--- config.mk ---
export PLATFORM = sky130hd
export DESIGN_NAME = arb_requester_flat
export DESIGN_NICKNAME = d
export VERILOG_FILES = /design/src/rtl/arb_requester_if.sv /design/src/rtl/arb_requester.sv /design/src/flat_wrapper.sv
export SDC_FILE = /design/constraint.sdc
export NUM_CORES = 1
export LEC_CHECK = 0
export ABC_AREA = 1
export CAP_MARGIN = 20
export CORE_ASPECT_RATIO = 1.4
export CORE_UTILIZATION = 60
export CTS_BUF_LIST = sky130_fd_sc_hd__clkbuf_8
export DETAILED_ROUTE_END_ITERATION = 8
export DONT_BUFFER_PORTS = 1
export PLACE_DENSITY = 0.83
export SETUP_SLACK_MARGIN = 0.3
export SLEW_MARGIN = 15
export SYNTH_ARGS = -nofsm -noshare
export SYNTH_HDL_FRONTEND = slang
export SYNTH_SLANG_ARGS = --single-unit
--- constraint.sdc ---
create_clock -name clk -period 3.82 [get_ports clk]
set_input_delay 0.764 -clock clk [delete_from_list [all_inputs] [get_ports clk]]
set_output_delay 0.764 -clock clk [all_outputs]
set_load 0.02 [all_outputs]
--- src/rtl/arb_requester_if.sv ---
// Bundles the requester-side handshake and shared-bus signals.
// master: the requester agent. slave: the upstream source and arbiter side.
interface arb_requester_if #(
    parameter int unsigned DATA_W = 32,
    parameter int unsigned DEPTH  = 4
);
    logic                     in_valid;
    logic                     in_ready;
    logic [DATA_W-1:0]        in_data;
    logic                     req;
    logic                     grant;
    logic                     bus_valid;
    logic [DATA_W-1:0]        bus_data;
    logic [$clog2(DEPTH):0]   pending;
    logic                     starve;
    logic                     spurious;

    modport master (
        input  in_valid, in_data, grant,
        output in_ready, req, bus_valid, bus_data, pending, starve, spurious
    );

    modport slave (
        output in_valid, in_data, grant,
        input  in_ready, req, bus_valid, bus_data, pending, starve, spurious
    );
endinterface

--- src/rtl/arb_requester.sv ---
// Requester-side agent for a 2-way round-robin arbiter.
// Buffers upstream words in a FIFO, requests while work is pending, pops one
// word per grant pulse onto the shared bus, and flags starvation and
// spurious grants.
module arb_requester #(
    parameter int unsigned DATA_W       = 32,
    parameter int unsigned DEPTH        = 4,
    parameter int unsigned STARVE_LIMIT = 15
) (
    input  logic           clk,
    input  logic           reset,
    arb_requester_if.master port
);
    localparam int unsigned AW = (DEPTH > 1) ? $clog2(DEPTH) : 1;
    localparam int unsigned CW = $clog2(DEPTH) + 1;
    localparam int unsigned SW = $clog2(STARVE_LIMIT + 1);

    logic [DATA_W-1:0] mem_q [DEPTH];
    logic [AW-1:0]     wr_ptr_q, wr_ptr_d;
    logic [AW-1:0]     rd_ptr_q, rd_ptr_d;
    logic [CW-1:0]     count_q, count_d;
    logic              bus_valid_q, bus_valid_d;
    logic [DATA_W-1:0] bus_data_q, bus_data_d;
    logic [SW-1:0]     starve_cnt_q, starve_cnt_d;
    logic              starve_q, starve_d;
    logic              spurious_q, spurious_d;

    logic full;
    logic push;
    logic pop;
    logic req;

    assign full = (count_q == CW'(DEPTH));
    // Full blocks a push even when a pop happens in the same cycle.
    assign push = port.in_valid && !reset && !full;
    assign pop  = port.grant && (count_q != '0);
    // Dropping req when the last word is being granted avoids a second grant
    // from the arbiter, which registers its grant one cycle after sampling req.
    assign req  = !reset && (count_q > CW'(port.grant));

    // Next-state computation for pointers, occupancy, bus and status flags.
    always_comb begin
        wr_ptr_d     = wr_ptr_q;
        rd_ptr_d     = rd_ptr_q;
        count_d      = count_q;
        bus_valid_d  = 1'b0;
        bus_data_d   = bus_data_q;
        spurious_d   = spurious_q;
        starve_cnt_d = '0;

        if (push) begin
            wr_ptr_d = wr_ptr_q + AW'(1);
        end
        if (pop) begin
            rd_ptr_d    = rd_ptr_q + AW'(1);
            bus_valid_d = 1'b1;
            bus_data_d  = mem_q[rd_ptr_q];
        end

        case ({push, pop})
            2'b10:   count_d = count_q + CW'(1);
            2'b01:   count_d = count_q - CW'(1);
            default: count_d = count_q;
        endcase

        if (port.grant && (count_q == '0)) begin
            spurious_d = 1'b1;
        end

        if (req && !port.grant) begin
            starve_cnt_d = (starve_cnt_q == SW'(STARVE_LIMIT)) ? starve_cnt_q
                                                                : starve_cnt_q + SW'(1);
        end
        starve_d = (starve_cnt_d == SW'(STARVE_LIMIT));
    end

    // State registers with synchronous reset.
    always_ff @(posedge clk) begin
        if (reset) begin
            wr_ptr_q     <= '0;
            rd_ptr_q     <= '0;
            count_q      <= '0;
            bus_valid_q  <= 1'b0;
            bus_data_q   <= '0;
            starve_cnt_q <= '0;
            starve_q     <= 1'b0;
            spurious_q   <= 1'b0;
        end else begin
            wr_ptr_q     <= wr_ptr_d;
            rd_ptr_q     <= rd_ptr_d;
            count_q      <= count_d;
            bus_valid_q  <= bus_valid_d;
            bus_data_q   <= bus_data_d;
            starve_cnt_q <= starve_cnt_d;
            starve_q     <= starve_d;
            spurious_q   <= spurious_d;
        end
    end

    // FIFO storage; contents need no reset since occupancy gates every read.
    always_ff @(posedge clk) begin
        if (push) begin
            mem_q[wr_ptr_q] <= port.in_data;
        end
    end

    assign port.in_ready  = !reset && !full;
    assign port.req       = req;
    assign port.bus_valid = bus_valid_q;
    assign port.bus_data  = bus_data_q;
    assign port.pending   = count_q;
    assign port.starve    = starve_q;
    assign port.spurious  = spurious_q;
endmodule
--- src/flat_wrapper.sv ---
// flat-port wrapper written by rule: the top's interface ports become plain ports
module arb_requester_flat 
#(
    parameter int unsigned DATA_W       = 32,
    parameter int unsigned DEPTH        = 4,
    parameter int unsigned STARVE_LIMIT = 15
)
  (clk, reset, port_in_valid, port_in_data, port_grant, port_in_ready, port_req, port_bus_valid, port_bus_data, port_pending, port_starve, port_spurious);
  arb_requester_if #(.DATA_W(DATA_W), .DEPTH(DEPTH)) port_i ();
  input  logic clk;
  input  logic reset;
  input wire logic [$bits(port_i.in_valid)-1:0] port_in_valid;
  input wire logic [$bits(port_i.in_data)-1:0] port_in_data;
  input wire logic [$bits(port_i.grant)-1:0] port_grant;
  output wire logic [$bits(port_i.in_ready)-1:0] port_in_ready;
  output wire logic [$bits(port_i.req)-1:0] port_req;
  output wire logic [$bits(port_i.bus_valid)-1:0] port_bus_valid;
  output wire logic [$bits(port_i.bus_data)-1:0] port_bus_data;
  output wire logic [$bits(port_i.pending)-1:0] port_pending;
  output wire logic [$bits(port_i.starve)-1:0] port_starve;
  output wire logic [$bits(port_i.spurious)-1:0] port_spurious;
  assign port_i.in_valid = port_in_valid;
  assign port_i.in_data = port_in_data;
  assign port_i.grant = port_grant;
  assign port_in_ready = port_i.in_ready;
  assign port_req = port_i.req;
  assign port_bus_valid = port_i.bus_valid;
  assign port_bus_data = port_i.bus_data;
  assign port_pending = port_i.pending;
  assign port_starve = port_i.starve;
  assign port_spurious = port_i.spurious;
  arb_requester #(.DATA_W(DATA_W), .DEPTH(DEPTH), .STARVE_LIMIT(STARVE_LIMIT)) u_core (.clk(clk), .reset(reset), .port(port_i));
endmodule
# Yosys cells after proc, flatten, opt, wreduce, memory -nomap -nowiden
# Memories as Yosys holds them, arrays and structs flattened. A register that Yosys moved wholly into a read port is not among the register bits.
# Index checks and enable logic that the tools add are counted.
[word_totals]
word_cells = 38
n_memories = 1
ramBits = 128
register_bits = 14
output_inout_bits = 40
input_bits = 36
[mem_list]
columns = ["memory", "words", "word_bits", "rd", "rd_clocked_by_memory_dff", "write_ports", "line_no", "text"]
rows = [
  ["u_core.mem_q", 4, 32, 1, 1, 1, "arb_requester.sv:18", "logic [DATA_W-1:0] mem_q [DEPTH];"],
]
[classes]
add_sub_neg = 5
mux = 6
reduce_logical = 13
n_eq_ne = 5
magnitude_cmp = 1
[ops]
columns = ["op", "n"]
rows = [
  ["4-bit equality test (second input constant)", 2],
  ["4-bit 2-to-1 mux", 2],
  ["1-bit logical AND", 7],
  ["3-bit one-hot mux with 2 select lines", 1],
  ["2-bit by 1-bit adder with 2-bit output (second input constant)", 2],
  ["4-bit by 1-bit adder with 4-bit output (second input constant)", 1],
  ["3-bit by 1-bit adder with 3-bit output (second input constant)", 1],
  ["3-bit equality test (second input constant)", 1],
  ["3-bit by 1-bit greater-than comparator with 1-bit output", 1],
  ["1-bit zero test", 3],
  ["3-bit zero test", 1],
  ["1-bit 2-to-1 mux", 3],
  ["3-bit nonzero test", 1],
  ["3-bit by 1-bit subtractor with 3-bit output (second input constant)", 1],
  ["2-bit by 1-bit equality test with 1-bit output (second input constant)", 1],
  ["2-bit equality test (second input constant)", 1],
  ["2-bit nonzero test", 1],
]

# Depth between registers and ports, before layout
[depth]
ltp_word = 5
depth_mapped = 14
depth_no_buf = 13

# Worst setup path before layout
# OpenSTA, ideal clock, no wires.
[synth_path]
kind = "input -> register"
from = "input port_in_valid"
to = "memory u_core.mem_q[0][0] (enable)"
cell_stages = 4
required_ns = 3.399
arrival_ns = 2.463
setup_slack_ns = 0.936
n_path_buf = 0
setup_ns = 0.421
cell_sequence = "inv_1 -> nor2_1 -> nand2_1 -> nor2_1"
[synth_between]
elab_chain_len = 4
[synth_rtl]
columns = ["item", "line_no", "text"]
rows = [
  ["start, declared", "flat_wrapper.sv:12", "input wire logic [$bits(port_i.in_valid)-1:0] port_in_valid;"],
  ["1-bit logical AND (2 in a row)", "arb_requester.sv:35", "assign push = port.in_valid && !reset && !full;"],
  ["1-bit 2-to-1 mux", "arb_requester.sv:102", "if (push) begin"],
  ["1-bit 2-to-1 mux (implied by the code)", "arb_requester.sv:103", "mem_q[wr_ptr_q] <= port.in_data;"],
  ["end, declared", "arb_requester.sv:18", ""],
]
# No other way between the ends.

# Final worst setup path
[layout_path]
from = "register u_core.count_q[0] (netlist: u_core.port.pending[0])"
to = "output port_req"
[layout_between]
elab_chain_len = 2
[layout_rtl]
columns = ["item", "line_no", "text"]
rows = [
  ["start, declared", "arb_requester.sv:21", "logic [CW-1:0] count_q, count_d;"],
  ["start signal, assigned", "arb_requester.sv:91", "count_q <= count_d;"],
  ["3-bit by 1-bit greater-than comparator with 1-bit output", "arb_requester.sv:39", "assign req = !reset && (count_q > CW'(port.grant));"],
  ["1-bit logical AND", "arb_requester.sv:39", ""],
  ["end, declared", "flat_wrapper.sv:16", "output wire logic [$bits(port_i.req)-1:0] port_req;"],
]
# No other way between the ends.

==> flow_summary.json <==
{
  "outcome": "complete, no violations",
  "fp.coreArea_um2": 11900,
  "hold_class": "input pin to flip-flop",
  "syn_nets": 861,
  "overflow": 0,
  "clock-root-buffer": "clkbuf_8",
  "grt_use_total": 0.222,
  "cts_tree": "built",
  "cts_hold_buf": 0,
  "start_util": 0.622,
  "clock_skew_ns": 0.0116,
  "routedWlPerCell_um": 13.6,
  "end_kind": "primary output",
  "syn_area_um2": 7430,
  "synth.most_common_cell": "nand2_1",
  "grt_pass1_vias": 4647,
  "dieHeight_um": 134,
  "finalCritPeriodShare": 0.667,
  "synthDistinctLibCells": 20,
  "cts_buffers": 17,
  "multi_input_area_um2": 1830,
  "rows": 47,
  "placed_cells": 941,
  "stdcell_count": 974,
  "seqCellArea_um2": 4770,
  "postLayoutCellArea_um2": 7930,
  "p_leak_nw": 3.67,
  "syn_inst": 817,
  "port_buffers": 0,
  "cts_resized": 0,
  "synth_common_cells": "nand2_1, inv_1, edfxtp_1",
  "max_slew_margin": 0.319,
  "ys_seq_area_frac": 0.641,
  "postLayoutCoreUtil": 0.664,
  "fmax_mhz": 393,
  "hold_slack_ns": 0.364,
  "vias": 4791,
  "cts_max_level": 4,
  "synth.area.top_cells": "edfxtp_1, nand2_1, dfxtp_1, inv_1, nand3_1",
  "ys_ff_latch": 174,
  "required_ns": 3.06,
  "grt_pass1_wl_um": 21200,
  "critPathMaxFanout": 7,
  "crit_type": "flip-flop to primary output",
  "setup_tns_ns": 0,
  "die_area_um2": 12800,
  "hold_viol": 0,
  "clk_pin_slew_worst_paths_ns": 0.09,
  "drive_gt1_frac": 0.0545,
  "rsz0062_at_grt": "no",
  "place.gp.congestion": 0.813,
  "num-fill-cells": 903,
  "power_density_nw_per_um2": 606,
  "yosys_most_used_dff": "edfxtp_1",
  "synth_edf_count": 128,
  "synth.avg_cell_area_um2": 9.09,
  "final_nets": 857,
  "cts.sinks": 174,
  "ys_warn_count": 0,
  "async_flop_share": 0,
  "clock_latency_ns": 0.45,
  "area_delta_synth_final_pct": 6.70,
  "routed_via_density": 4.92,
  "finalSetupViolCount": 0,
  "ant_nets": 0,
  "ios": 76,
  "drc_errors": 0,
  "clk_path_buf_depth": 2,
  "timing.final.crit_period_ns": 2.55,
  "postCtsSetupBuffers": 0,
  "first_pass_iters": 5,
  "synth_top_area_cell": "edfxtp_1",
  "drtIter0Drc": 314,
  "tightest_slew_ns": 1.02,
  "dp_hpwl_um": 8030,
  "vdd_drop_max_mv": 0.376,
  "drv_cap": 0,
  "cp.arrival_ns": 1.78,
  "antenna_found_initial": 1,
  "grt_max_degree": 68,
  "post_dp_cell_area_um2": 7540,
  "slew_violations": 0,
  "drt-total-wl_um": 13300,
  "die_x_um": 96.0,
  "synth_top_area_share": 0.517,
  "startpoint_type": "flip-flop"
}
==> final timing paths <==
| check | from | endpoint | slack, ns | cells after the start |
|---|---|---|---|---|
| hold / removal | reset | u_core.rd_ptr_q[1]$_SDFFE_PP0P_ | 0.36 | 1 |
| hold reg to reg | u_core.wr_ptr_q[0]$_SDFFE_PP0P_ | u_core.wr_ptr_q[0]$_SDFFE_PP0P_ | 0.51 | 2 |
| setup / recovery | u_core.port.pending[0]$_SDFFE_PP0P_ | port_req | 1.27 | 7 |
| setup reg to reg | u_core.port.pending[1]$_SDFFE_PP0P_ | u_core.mem_q[0][7]$_DFFE_PP_ | 1.49 | 4 |
==> cells in the final DEF, fill, tap and decap left out, types with 2 or more instances in the layout <==
master	instances
nor2_1	78
nand3_1	72
inv_1	183
clkinv_2	2
o21ai_0	4
dfxtp_1	44
nand2_1	250
edfxtp_1	128
a21oi_1	6
clkinv_1	3
nor2_4	4
bufinv_16	2
buf_4	9
clkinvlp_4	4
clkbuf_8	19
ha_1	7
nand4_1	2
dfxtp_2	2
==> report_power, final <==
group | total (mW) | leakage (nW) | switching, mW | internal [mW]
combinational | 1.04 | 1.94 | 0.714 | 0.329
sequential | 2.54 | 1.54 | 0.298 | 2.24
clock | 1.22 | 0.187 | 0.618 | 0.604
==> critical path: stages (launching register included) <==
cell     delay, ns
dfxtp_1       0.45
inv_1         0.18
ha_1          0.32
inv_1         0.05
nand2_1       0.04
nand2_1       0.05
nand2_1       0.07
inv_1         0.18
==> cell families after synthesis <==
group,share of synthesized area
adder cells (fa/ha/maj),0.0145
buffers and inverters,0.116
flip-flops,0.641
AO/OA/AOI/OAI,0.00859
AND/OR/NAND/NOR,0.220
==> sequential cells by signal, summed over array words and instances, names as in the netlist <==
signal and cells:
u_core.port.bus_valid 1, u_core.port.spurious 1, u_core.mem_q 128, u_core.port.bus_data 32, u_core.port.starve 1, u_core.starve_cnt_q 4, u_core.port.pending 3, u_core.rd_ptr_q 2
u_core.wr_ptr_q 2
==> final cells by class <==
cell class | count | area share
Timing Repair Buffer | 9 | 0.00852
Sequential cell | 174 | 0.601
Inverter | 183 | 0.0866
Tap cell | 147 | 0.0232
Clock inverter | 13 | 0.0156
Multi-Input combinational cell | 428 | 0.231
Clock buffer | 19 | 0.0330
Antenna cell | 1 | 0.000316
==> per-layer routing <==
| layer | global-route usage | wire [um] |
|---|---|---|
| met1 | 0.257 | 5080 |
| met2 | 0.366 | 6710 |
| met3 | 0.0554 | 1060 |
| met4 | 0.129 | 424 |
| met5 | 0 | 0 |
==> stage by stage <==
stage / worst slack, ns / power [mW]
final: 1.27 / 4.80
after global routing: 1.07 / 5.09
after CTS: 1.24 / 4.83
after detailed placement: 1.27 / 3.63
after global placement: 1.31 / 3.59
after floorplan: 0.936 / 3.43
Power figures use the tool's default switching activity.
